File: src/rtl/usb_ctrl_regs_writer.sv
`default_nettype none
// -----------------------------------------------------------------------------
// usb_ctrl_regs_writer: decodes 4D-framed register writes/read requests from USB
// Revision: 1.0
// -----------------------------------------------------------------------------
module usb_ctrl_regs_writer #(
  parameter logic [7:0]  SYS_TIME_ADDR = 8'h01,
  parameter logic [7:0]  SDI_ADDR      = 8'h02,
  parameter logic [7:0]  CSI_ADDR      = 8'h03,
  parameter int unsigned TIMEOUT       = 1000
) (
  input  logic        clk,
  input  logic        n_rst,
  input  logic [7:0]  i_rx_byte,
  input  logic        i_rx_valid,
  output logic [63:0] o_st_bytes,
  output logic        o_st_wr,
  output logic [15:0] o_sdi_bytes,
  output logic        o_sdi_wr,
  output logic [23:0] o_csi_bytes,
  output logic        o_csi_wr,
  output logic        o_st_rdreq,
  output logic        o_rdreq,
  output logic        o_frame_err,
  output logic        o_busy
);

  localparam logic [7:0] c_SYNC  = 8'h4D;
  localparam int         c_GAP_W = $clog2(TIMEOUT + 1);

  typedef enum logic [2:0] {
    S_IDLE  = 3'd0,
    S_ADDR  = 3'd1,
    S_LEN_H = 3'd2,
    S_LEN_L = 3'd3,
    S_DATA  = 3'd4
  } state_t;

  state_t             r_state, w_state_nxt;
  logic [7:0]         r_addr, w_addr_nxt;
  logic [2:0]         r_cnt, w_cnt_nxt;
  // Together with the incoming byte this forms the 64-bit shadow; the oldest
  // byte would shift out on the final accept, so it is never stored.
  logic [55:0]        r_shadow, w_shadow_nxt;
  logic [c_GAP_W-1:0] r_gap, w_gap_nxt;
  logic [63:0]        w_word;
  logic [3:0]         w_exp_len;
  logic               w_addr_ok;
  logic               w_st_wr, w_sdi_wr, w_csi_wr, w_st_rdreq, w_rdreq, w_err;

  assign w_word    = {r_shadow, i_rx_byte};
  assign w_addr_ok = (i_rx_byte == SYS_TIME_ADDR) || (i_rx_byte == SDI_ADDR) ||
                     (i_rx_byte == CSI_ADDR);
  assign w_exp_len = (r_addr == SYS_TIME_ADDR) ? 4'd8 :
                     (r_addr == SDI_ADDR)      ? 4'd2 : 4'd3;
  assign o_busy    = (r_state != S_IDLE);

  always_comb begin
    w_state_nxt  = r_state;
    w_addr_nxt   = r_addr;
    w_cnt_nxt    = r_cnt;
    w_shadow_nxt = r_shadow;
    w_gap_nxt    = r_gap;
    w_st_wr      = 1'b0;
    w_sdi_wr     = 1'b0;
    w_csi_wr     = 1'b0;
    w_st_rdreq   = 1'b0;
    w_rdreq      = 1'b0;
    w_err        = 1'b0;
    if (i_rx_valid) begin
      w_gap_nxt = '0;
      case (r_state)
        S_IDLE: begin
          if (i_rx_byte == c_SYNC) w_state_nxt = S_ADDR;
        end
        S_ADDR: begin
          if (w_addr_ok) begin
            w_addr_nxt  = i_rx_byte;
            w_state_nxt = S_LEN_H;
          end else begin
            w_err       = 1'b1;
            w_state_nxt = S_IDLE;
          end
        end
        S_LEN_H: begin
          if (i_rx_byte == 8'd0) begin
            w_state_nxt = S_LEN_L;
          end else begin
            w_err       = 1'b1;
            w_state_nxt = S_IDLE;
          end
        end
        S_LEN_L: begin
          w_state_nxt = S_IDLE;
          if (i_rx_byte == 8'd0) begin
            if (r_addr == SYS_TIME_ADDR) w_st_rdreq = 1'b1;
            else                         w_rdreq    = 1'b1;
          end else if (i_rx_byte == {4'd0, w_exp_len}) begin
            w_state_nxt  = S_DATA;
            w_cnt_nxt    = '0;
            w_shadow_nxt = '0;
          end else begin
            w_err = 1'b1;
          end
        end
        S_DATA: begin
          w_shadow_nxt = w_word[55:0];
          w_cnt_nxt    = r_cnt + 3'd1;
          if ({1'b0, r_cnt} == (w_exp_len - 4'd1)) begin
            w_state_nxt = S_IDLE;
            if (r_addr == SYS_TIME_ADDR) w_st_wr  = 1'b1;
            else if (r_addr == SDI_ADDR) w_sdi_wr = 1'b1;
            else                         w_csi_wr = 1'b1;
          end
        end
        default: w_state_nxt = S_IDLE;
      endcase
    end else if (r_state != S_IDLE) begin
      if (r_gap == c_GAP_W'(TIMEOUT - 1)) begin
        w_gap_nxt   = '0;
        w_err       = 1'b1;
        w_state_nxt = S_IDLE;
      end else begin
        w_gap_nxt = r_gap + c_GAP_W'(1);
      end
    end
  end

  always_ff @(posedge clk or negedge n_rst) begin
    if (!n_rst) begin
      r_state     <= S_IDLE;
      r_addr      <= '0;
      r_cnt       <= '0;
      r_shadow    <= '0;
      r_gap       <= '0;
      o_st_bytes  <= '0;
      o_sdi_bytes <= '0;
      o_csi_bytes <= '0;
      o_st_wr     <= 1'b0;
      o_sdi_wr    <= 1'b0;
      o_csi_wr    <= 1'b0;
      o_st_rdreq  <= 1'b0;
      o_rdreq     <= 1'b0;
      o_frame_err <= 1'b0;
    end else begin
      r_state     <= w_state_nxt;
      r_addr      <= w_addr_nxt;
      r_cnt       <= w_cnt_nxt;
      r_shadow    <= w_shadow_nxt;
      r_gap       <= w_gap_nxt;
      o_st_wr     <= w_st_wr;
      o_sdi_wr    <= w_sdi_wr;
      o_csi_wr    <= w_csi_wr;
      o_st_rdreq  <= w_st_rdreq;
      o_rdreq     <= w_rdreq;
      o_frame_err <= w_err;
      // Buses move in the same edge as their strobe so they are valid with it.
      if (w_st_wr)  o_st_bytes  <= w_word;
      if (w_sdi_wr) o_sdi_bytes <= w_word[15:0];
      if (w_csi_wr) o_csi_bytes <= w_word[23:0];
    end
  end

endmodule
`default_nettype wire

File: config.mk
export PLATFORM = sky130hd
export DESIGN_NAME = usb_ctrl_regs_writer
export DESIGN_NICKNAME = d
export VERILOG_FILES = /design/src/rtl/usb_ctrl_regs_writer.sv
export SDC_FILE = /design/constraint.sdc
export NUM_CORES = 1
export LEC_CHECK = 0
export CAP_MARGIN = 30
export CORE_MARGIN = 4
export CORE_UTILIZATION = 40
export DETAILED_ROUTE_END_ITERATION = 7
export PLACE_DENSITY_LB_ADDON = 0.3
export RECOVER_POWER = 25
export SLEW_MARGIN = 10
export SYNTH_ARGS = -nofsm -noshare
export SYNTH_HDL_FRONTEND = slang
export SYNTH_SLANG_ARGS = --single-unit
File: constraint.sdc
create_clock -name clk -period 6.3 [get_ports clk]
set_clock_uncertainty 0.1 [all_clocks]
set_input_delay 1.26 -clock clk [delete_from_list [all_inputs] [get_ports clk]]
set_output_delay 1.26 -clock clk [all_outputs]
set_load 0.1 [all_outputs]
# == Word-level counts from Yosys, hierarchy flattened ==
# Cells that the tools add are included.
# word_totals
register_bits,190
inputBits,11
wordCells,95
# op_classes
n_addsub,3
n_eq_ne,17
n_mux,50
reduce_logical,11
# op_table
op,n
two-way mux 56 bit,2
case mux 56 bit (2 select lines),1
two-way mux 10 bit,3
two-way mux 1 bit,29
two-way mux 3 bit,9
equality test 8 x 2 -> 1 bit (second input constant),3
equality test 8 x 1 -> 1 bit (second input constant),2
case mux 3 bit (5 select lines),1
adder 10 x 1 -> 10 bit (second input constant),1
equality test 10 bit (second input constant),1
equality test 8 x 4 -> 1 bit,1
equality test 8 x 7 -> 1 bit (second input constant),1
logical NOT 8 bit,1
AND reduction 4 bit,2
equality test 3 x 2 -> 1 bit (second input constant),2
inequality test 3 bit (second input constant),2
case mux 3 bit (2 select lines),1
nonzero test 2 bit,3
equality test 3 x 4 -> 1 bit,1
two-way mux 2 bit,2
two-way mux 4 bit,1
inequality test 2 bit (second input constant),2
subtractor 4 x 1 -> 4 bit (second input constant),1
adder 3 x 1 -> 3 bit (second input constant),1
other kinds (7),8

# == Longest topological paths before layout ==
# logic_depth
ltp_word,8
mapped_depth,8
depth_no_buf,6

# == Worst setup path before layout ==
# No wires, ideal clock.
# synth_path
path_kind,input -> register
start,in i_rx_valid
end,reg o_st_bytes[10]
arrival_time_ns,2.946
required_time_ns,6.075
slack_ns,3.128
path_stages,7
path_cell_list,buf_2 > and4_1 > clkbuf_1 > nand4_1 > nor2_2 > buf_6 > mux2_2
# synth_via
elab_chain_cells,1
# synth_lines
item,line,rtl
from (decl),15,"input logic i_rx_valid,"
two-way mux 1 bit,70,if (i_rx_valid) begin
to (signal assigned),158,if (w_st_wr) o_st_bytes <= w_word;
to (decl),16,"output logic [63:0] o_st_bytes,"
# Every way passes these cells.
# A chain may end at the register's enable or synchronous reset.

# == Worst setup path after layout ==
# layout_path
start,in i_rx_byte[4]
end,reg r_shadow[28]
# layout_via
elab_chain_cells,3
elab_cells_between_ends,5
classes_between,eq/ne (3); reduce/logical (2)
# layout_lines
item,line,rtl
from (decl),14,"input logic [7:0] i_rx_byte,"
equality test 8 x 4 -> 1 bit / logical NOT 8 bit (equally long branches),"98, 95",
inequality test 2 bit (no source line),--,
AND reduction 4 bit (no source line) *,--,
to (signal assigned),149,r_shadow <= w_shadow_nxt;
to (decl),44,"logic [55:0] r_shadow, w_shadow_nxt;"
# Mark *: on every way between the ends. The rest lies on a longest branch, timed or not.

==> impl.org <==
** Drt
- In the detailed route, the total length drawn on met2 is 7810 um.
- Summing over every cut layer, the via total after detailed routing is 4767.
- Routed wirelength normalized by instance count :: 19.0 um
- Drt initial violations :: 296
- Top layer in use :: met4
- The detail route stage leaves a number of antenna-violating nets equal to 0.
- Number of remaining DRC errors :: 0
- Router iterations before antenna repair :: 4
- Detailed route wirelength on metal3 :: 1360 um
- In the final routing, the length of wire on met1 measures 7460 um.
- In the routed layout, each cell is associated on average with a via count of 5.42.
- The final layout contains routed wiring with a total length of 16800 um.

** Synth
- Main area contributors after synthesis :: sky130_fd_sc_hd__dfrtp_1 64%, sky130_fd_sc_hd__mux2_2 16%, sky130_fd_sc_hd__a22o_1 6.8%, sky130_fd_sc_hd__buf_6 1.4%, sky130_fd_sc_hd__nand2_1 0.96%
- Synthesis produced a netlist whose cell count is 516.
- The top cell type by area accounts for 63.7% of the synthesized area.
- Sequential elements use 63.7% of the synthesized area.
- The number of nets handed over by synthesis was 529.
- Flop and latch count out of synthesis :: 190
- Counting distinct cell types in the post-synthesis netlist gives 45.
- Among all cell types in the netlist, the one instantiated most often is sky130_fd_sc_hd__dfrtp_1.
- After synthesis, the share of flip-flops with an asynchronous set or reset is 100%.
- Mean area per synthesized cell :: 14.5 um2
- Synthesized cell area :: 7460 um2
- Among all flip-flop cells after synthesis, the most frequent one is sky130_fd_sc_hd__dfrtp_1.
- Top post-synthesis cells by count :: 190 x sky130_fd_sc_hd__dfrtp_1, 107 x sky130_fd_sc_hd__mux2_2, 58 x sky130_fd_sc_hd__a22o_1
- Library cell with the largest summed area after synthesis :: sky130_fd_sc_hd__dfrtp_1
- Number of enable-type register cells in the synthesized netlist :: 0
- During synthesis, Yosys emitted a total of 0 warnings.

** Critical path
- For the worst setup path, the data arrival time is 4.24 ns.
- STA classifies the critical path endpoint as a flip-flop.
- In this run the worst path has a maximum fanout of 34.
- The worst setup path is of the in2reg kind.
- STA classifies the critical path startpoint as an input pin.
- STA puts the critical path data required time at 6.57 ns.

** Timing
- The worst path needs 3.97 ns of the cycle, external delays included.
- WHS :: 0.406 ns
- The worst pin sits at a relative slew slack of -44.6%.
- Max Clk Rate :: 0.252 GHz
- Sum of negative setup slack :: 0 ns
- Final setup viols :: 0
- The final critical path takes up 63.0% of the cycle.
- The number of hold violations in the final report came to 0.
- Final Max Slew Viols :: 36
- Least setup slack across all paths after layout :: 2.33 ns
- Slew at the pin closest to its max-slew limit :: 2.17 ns
- Unrepaired setup endpoints after global routing :: false

** Clock network
- Post-CTS setup buffers :: 0
- Hold Buf Count CTS :: 0
- For the worst-skew pair, the clock arrives at the later sink with an insertion delay of 0.42 ns.
- TritonCTS built the clock tree.
- Root cell of the clock tree :: sky130_fd_sc_hd__clkbuf_16
- Maximum clock insertion buffer count :: 2
- Clock-pin transition on the worst setup and hold timing paths :: 0.07 ns
- CTS built an H-tree with a depth of 4.
- Number of CTS-inserted buffers :: 17
- Gates resized during post-CTS repair numbered 0.
- Clk sinks :: 190

** Floorplan
- Row cnt :: 49
- Width of the chip :: 145 um
- Chip Height :: 145 um
- In this run the count of I/O pins placed on the die edge is 122.
- Overall die area :: 20900 um2
- Initial Util :: 41.1%
- Core area :: 18100 um2

** Place
- Post-DP HPWL :: 11100 um
- Pre-CTS WS :: 1.94 ns
- Number of port buffers :: 121
- The congestion estimate from routability-driven global placement came to 0.897.

** Pwr
- Peak VDD IR :: 184 uV
- The completed layout was analyzed and its total power is 2.43 mW.
- In this run the static leakage power is 4.48 nW.
- Pwr dens :: 254 nW/um2

** Final layout
- Area growth from synthesis to layout :: 28.1%
- Cells with a size suffix above 1 make up 24.1% of the layout.
- Total Nets Final :: 652
- # diodes :: 0

** Global route
- The first global-routing pass estimated 27400 um of wire.
- The initial antenna violation count was 0.
- Global routing used 16.8% of the available tracks across all layers.
- After global routing the overflow that remains totals 0.
- Number of global-route vias before repair :: 4963
- Entering global routing, the biggest net connects 131 pins.

** Run status
- Violations in the final reports :: max-capacitance violations, max-slew violations
- The run finished, with violations left.

** Run
- Total of max-cap violations :: 1

** Worst hold path
- The path class of the tightest hold or removal check is reg2reg.
==> metal layers <==
layer	global-route usage [%]	up-vias
met5	0	-
met4	4.03	0
met3	6.94	12
met2	26.0	158
met1	22.4	2435
li1	-	2162
==> layout make-up <==
cell class,instances,area (um2)
sequential,190,4750
fill,1530,8590
multi-input combinational,296,2530
tap,229,287
timing repair buffer,131,1380
inverter,3,11.3
clock inverter,11,155
clock buffer,20,447
==> flip-flops by register name, indices dropped and copies added (netlist names), 3 cells and up <==
name,cells
r_gap,10
o_csi_bytes,24
r_shadow,56
r_cnt,3
r_addr,8
r_state,3
o_sdi_bytes,16
o_st_bytes,64
==> where the power goes <==
group | internal (mW) | switching [mW]
combinational | 0.0260 | 0.0700
sequential | 1.23 | 0.00902
clock | 0.639 | 0.456
total | 1.89 | 0.535
==> critical path, stage by stage <==
cell and delay, ns:
sky130_fd_sc_hd__clkdlybuf4s50_1 0.48, sky130_fd_sc_hd__or3_1 0.50, sky130_fd_sc_hd__nor4_1 0.48, sky130_fd_sc_hd__nor3_1 0.20, sky130_fd_sc_hd__o211ai_4 0.63, sky130_fd_sc_hd__buf_4 0.46
sky130_fd_sc_hd__a22o_1 0.20
==> cell usage in the layout, fill, tap and decap left out, drive strengths merged, types with 2 or more instances in the layout <==
cell type and n:
a211o 2, a21oi 5, a22o 58, and2 3
and3 7, and4 2, buf 10, bufinv 3
clkbuf 21, clkdlybuf4s50 120, clkinvlp 3, dfrtp 190
ha 2, inv 7, mux2 107, nand2 19
nand2b 3, nand3 5, nand4 2, nand4b 2
nor2 18, nor2b 7, nor3 5, nor4 4
nor4b 4, o211ai 4, o21ai 13, o31ai 3
or3 6, or4 2, xnor2 2, xor2 2
==> cells by family (layout without fill, tap and decap cells) <==
group	count (synthesis)	after routing	synth area share (%)
buffers and inverters	30	165	2.55
DFF	190	190	63.7
muxes	107	107	16.1
xor gates and xnor gates	4	4	0.470
and+or+nand+nor	92	92	6.99
adders and majority gates	2	2	0.335
AOI/OAI and AO/OA	91	91	9.78
==> through the flow <==
step,utilization (%),cell area (um2),cells
finish,52.7,9560,880
global route,52.7,9560,880
CTS,52.4,9500,877
detailed placement,49.0,8900,846
global placement,48.6,8830,843
floorplan,-,7460,516
==> path summary, 6_finish.rpt <==
check,start,to,slack (ns),depth (start not counted)
setup / recovery,i_rx_byte[4],r_shadow[28],2.33,7
hold / removal,r_shadow[48],r_shadow[48],0.41,1
setup reg to reg,r_addr[3],o_st_bytes[63],3.34,6
hold reg to reg,r_shadow[48],r_shadow[48],0.41,1
max in group asynchronous,n_rst,r_shadow[2],2.63,3
min in group asynchronous,n_rst,o_rdreq,1.37,1
Power figures use the tool's default switching activity.
